[src/rtl/operand_loader.sv]
// Operand loader: collects NUM_OPS words into a fill bank, then hands them to the
// mul/alu controller as a stable active bank with a one-cycle start pulse.
module operand_loader #(
    parameter int WIDTH   = 16,
    parameter int NUM_OPS = 7,
    parameter int CNT_W   = 8
) (
    input  logic                     clk,
    input  logic                     rst,
    input  logic                     in_valid,
    input  logic [WIDTH-1:0]         in_data,
    output logic                     in_ready,
    input  logic                     op_ready,
    input  logic                     done_next,
    output logic                     start,
    output logic [NUM_OPS*WIDTH-1:0] operands,
    output logic                     busy,
    output logic [CNT_W-1:0]         batch_count,
    output logic                     protocol_err
);

    localparam int IDX_W = (NUM_OPS > 1) ? $clog2(NUM_OPS) : 1;

    typedef enum logic [1:0] {L_IDLE, L_START, L_RUN} lstate_t;

    lstate_t                  state_q;
    logic [NUM_OPS*WIDTH-1:0] fill_q, fill_d;
    logic [NUM_OPS*WIDTH-1:0] active_q;
    logic [IDX_W-1:0]         wr_idx_q, wr_idx_d;
    logic                     fill_full_q, fill_full_d;
    logic [CNT_W-1:0]         batch_count_q;
    logic                     start_q, busy_q, perr_q;
    logic                     accept, launch, last_word;

    assign in_ready     = rst & ~fill_full_q;
    assign accept       = in_valid & in_ready;
    assign launch       = (state_q == L_IDLE) & fill_full_q & op_ready;
    assign last_word    = (wr_idx_q == IDX_W'(NUM_OPS - 1));

    assign start        = start_q;
    assign busy         = busy_q;
    assign operands     = active_q;
    assign batch_count  = batch_count_q;
    assign protocol_err = perr_q;

    // Fill side: in_ready is low while the bank is full, so accept and launch never coincide.
    always_comb begin
        fill_d      = fill_q;
        wr_idx_d    = wr_idx_q;
        fill_full_d = fill_full_q;
        if (accept) begin
            for (int i = 0; i < NUM_OPS; i++) begin
                if (wr_idx_q == IDX_W'(i)) begin
                    fill_d[i*WIDTH +: WIDTH] = in_data;
                end
            end
            if (last_word) begin
                wr_idx_d    = '0;
                fill_full_d = 1'b1;
            end else begin
                wr_idx_d = wr_idx_q + IDX_W'(1);
            end
        end
        if (launch) begin
            fill_full_d = 1'b0;
        end
    end

    always_ff @(posedge clk) begin
        if (!rst) begin
            fill_q      <= '0;
            wr_idx_q    <= '0;
            fill_full_q <= 1'b0;
        end else begin
            fill_q      <= fill_d;
            wr_idx_q    <= wr_idx_d;
            fill_full_q <= fill_full_d;
        end
    end

    // Launch FSM with registered start/busy; the active bank only moves on the launch edge.
    always_ff @(posedge clk) begin
        if (!rst) begin
            state_q       <= L_IDLE;
            active_q      <= '0;
            batch_count_q <= '0;
            start_q       <= 1'b0;
            busy_q        <= 1'b0;
            perr_q        <= 1'b0;
        end else begin
            case (state_q)
                L_IDLE: begin
                    if (done_next) begin
                        perr_q <= 1'b1;
                    end
                    if (launch) begin
                        active_q <= fill_q;
                        state_q  <= L_START;
                        start_q  <= 1'b1;
                        busy_q   <= 1'b1;
                    end
                end
                L_START: begin
                    if (done_next) begin
                        perr_q <= 1'b1;
                    end
                    start_q <= 1'b0;
                    state_q <= L_RUN;
                end
                L_RUN: begin
                    if (done_next) begin
                        batch_count_q <= batch_count_q + CNT_W'(1);
                        state_q       <= L_IDLE;
                        busy_q        <= 1'b0;
                    end
                end
                default: begin
                    state_q <= L_IDLE;
                    start_q <= 1'b0;
                    busy_q  <= 1'b0;
                end
            endcase
        end
    end

endmodule

[config.mk]
export PLATFORM = sky130hd
export DESIGN_NAME = operand_loader
export DESIGN_NICKNAME = d
export VERILOG_FILES = /design/src/rtl/operand_loader.sv
export SDC_FILE = /design/constraint.sdc
export NUM_CORES = 1
export LEC_CHECK = 0
export CORE_MARGIN = 2
export CORE_UTILIZATION = 53
export DETAILED_ROUTE_END_ITERATION = 7
export PLACE_DENSITY_LB_ADDON = 0.1
export REMOVE_ABC_BUFFERS = 1
export SLEW_MARGIN = 20
export SYNTH_ARGS = -nofsm -noshare
export SYNTH_HDL_FRONTEND = slang
export SYNTH_SLANG_ARGS = --single-unit
[constraint.sdc]
create_clock -name clk -period 1.9 [get_ports clk]
set_input_delay 0.285 -clock clk [delete_from_list [all_inputs] [get_ports clk]]
set_output_delay 0.285 -clock clk [all_outputs]
set_load 0.02 [all_outputs]
==> impl_metrics.py <==
metrics = {
    "synthesis": {
        "ys_ff_latch": 241,
        "synth_edf_count": 0,
        "synth_ff_type": "dfxtp_1",
        "syn_area_mm2": 0.00887,
        "async_flop_share_pct": 0,
        "seq_area_frac_synth_pct": 54.4,
        "synth.avg_cell_area_um2": 8.19,
        "synth_cell_types": 38,
        "yosysWarnings": 0,
        "synth_common_cells": "nand2_1, dfxtp_1, a21oi_1, nand3_1, o21ai_0",
        "synth_top_area_cell": "dfxtp_1",
        "synthTopCellsByArea": "dfxtp_1, a21oi_1, nand2_1, nand3_1, o21ai_0",
        "syn_inst": 1084,
        "synth.most_common_cell": "nand2_1",
        "synth_top_area_share_pct": 54.4,
    },
    "final_layout": {
        "final_cells": 1420,
        "final_cell_area_mm2": 0.0113,
        "nNetsFinal": 1209,
        "fill_cells": 1385,
        "areaGrowthSynthToFinish_pct": 26.9,
        "antenna-diode-count": 0,
        "drive_above_1_share_pct": 6.42,
    },
    "flow_run": {
        "maxCapViolations": 0,
    },
    "clock_tree": {
        "cts.reportedPaths.clkPinSlew_ps": 60,
        "post_cts.repair.setup_buffers": 0,
        "hold_buffers": 0,
        "htreeDepth": 1,
        "cts_sinks": 241,
        "cts_made_buffers": 24,
        "clk_latency_ps": 510,
        "root_buffer": "clkbuf_16",
        "cts_tree": "built",
        "cts_buffer_depth": 3,
    },
    "setup_path": {
        "start_kind": "flop",
        "path_buf_inv": 1,
        "slowest_stage": "clkdlybuf4s50_1",
        "crit_fanout": 7,
        "arrival_ps": 1560,
        "cp_top_family": "buffers and inverters",
        "endpoint_kind": "output pin",
        "critical_path.max_stage_delay_ps": 640,
        "worstPathRequired_ps": 1620,
        "critical_path_class": "flop to output pin",
        "cp_cell_sequence": "clkdlybuf4s50_1",
    },
    "sta": {
        "fmax_mhz": 541,
        "fin_tns_setup_ps": 0,
        "fin_ws_ps": 52.5,
        "rsz0062_at_grt": "false",
        "relSlewSlack_pct": 60.5,
        "hold_viol_final": 0,
        "fin_skew_ps": 17.0,
        "worstMarginPinSlew_ps": 593,
        "setup_viol": 0,
        "period_needed_ps": 1850,
        "slew_viol_final": 0,
        "post-route-period-util_pct": 97.2,
    },
    "drt": {
        "viasPerCell": 5.52,
        "first_pass_iters": 6,
        "routed_wl_um": 22500,
        "drc": 0,
        "drt_iter0_markers": 658,
        "postRouteAntennaNets": 0,
        "routedWlPerCell_um": 15.9,
        "via_count": 7832,
    },
    "die": {
        "die_h_um": 133,
        "core-area_mm2": 0.0165,
        "num_rows": 47,
        "start_util_pct": 53.9,
        "die_x_um": 133,
        "ioPinCount": 145,
        "die-area_mm2": 0.0178,
    },
    "hold_path": {
        "hold_class": "flop to flop",
    },
    "global_routing": {
        "antenna_found_initial": 0,
        "grt_use_total_pct": 24.5,
        "grt_max_degree": 138,
        "grt_pass1_vias": 7077,
        "grt_pass1_wl_um": 36100,
        "grt-ovfl-total": 0,
    },
    "pwr": {
        "power_mw": 9.85,
        "vdd_drop_max_v": 0.000696,
        "powerDensity_mw_per_mm2": 875,
        "leakage_nw": 3.61,
    },
    "place": {
        "dp_hpwl_um": 13200,
        "place_inst": 1380,
        "dpl_worst_slack_ps": 38.7,
        "gp_congestion": 0.753,
        "dpl_cell_area_mm2": 0.0105,
        "io_buffers": 144,
    },
    "outcome": {
        "outcome": "finished, final reports clean",
    },
}
-- per-stage QoR --
stage,util [%],hold slack (ps)
global placement,64.0,434
detailed placement,64.0,440
global route,68.4,462
finish,68.4,447
CTS,68.4,449
floorplan,-,421
-- power by group --
part | internal [mW] | total [mW] | leakage [nW] | switching [mW]
sequential | 5.09 | 5.12 | 1.94 | 0.0237
clock | 2.52 | 4.34 | 0.349 | 1.82
combinational | 0.135 | 0.399 | 1.32 | 0.264
-- layout by cell type, fill, tap and decap left out, types with 10 or more instances in the layout --
master / n
clkbuf_16: 25
a21oi_1: 234
buf_4: 17
nand2_1: 259
buf_12: 15
nand3_1: 97
clkdlybuf4s50_1: 143
o21ai_0: 91
clkbuf_1: 10
dfxtp_1: 240
-- kinds of logic after synthesis --
group                      count (synthesis)  share of synthesized area (%)
and+or+nand+nor                          393                           19.5
AOI/OAI and AO/OA                        339                           19.3
xor gates and xnor gates                   3                          0.296
buffers and inverters                    104                           6.03
DFF                                      241                           54.4
adders and majority gates                  2                          0.282
muxes                                      2                          0.226
-- repair_timing --
action / 4_1_cts / 5_1_grt
resized for setup: 2 / 0
setup endpoints to repair: 1 / 0
hold endpoints to repair: 0 / 0
-- flip-flops by register name, summed over array words and instances, names as in the netlist --
register,cells
wr_idx_q,3
batch_count,8
state_q,2
fill_full_q,1
operands,112
start,1
protocol_err,1
busy,1
fill_q,112
-- layer usage --
metal | track usage, % | vias up | wire length [um]
met5 | 0 | - | 0
met2 | 39.8 | 246 | 10700
met4 | 5.14 | 0 | 219
met3 | 3.58 | 17 | 1390
li1 | - | 3875 | -
met1 | 35.0 | 3694 | 10200
-- area by class of cell --
class | count | area [um^2] | area share (%)
flip-flops and latches | 241 | 4830 | 42.9
multi-input cells | 739 | 3560 | 31.6
repair buffers | 176 | 1870 | 16.6
clock buffers | 38 | 704 | 6.26
well taps | 220 | 275 | 2.44
inverters | 4 | 20.0 | 0.178
clock inverters | 2 | 10.0 | 0.0889
-- final timing paths --
path                  start             end  slack (ps)  cells past startpoint
max reg2reg     fill_full_q      fill_q[22]         370                      4
min              fill_q[40]    operands[40]         450                      2
max          batch_count[3]  batch_count[3]          50                      1
min reg2reg      fill_q[40]    operands[40]         450                      2
Note: power is estimated with default switching activity, not from simulation.
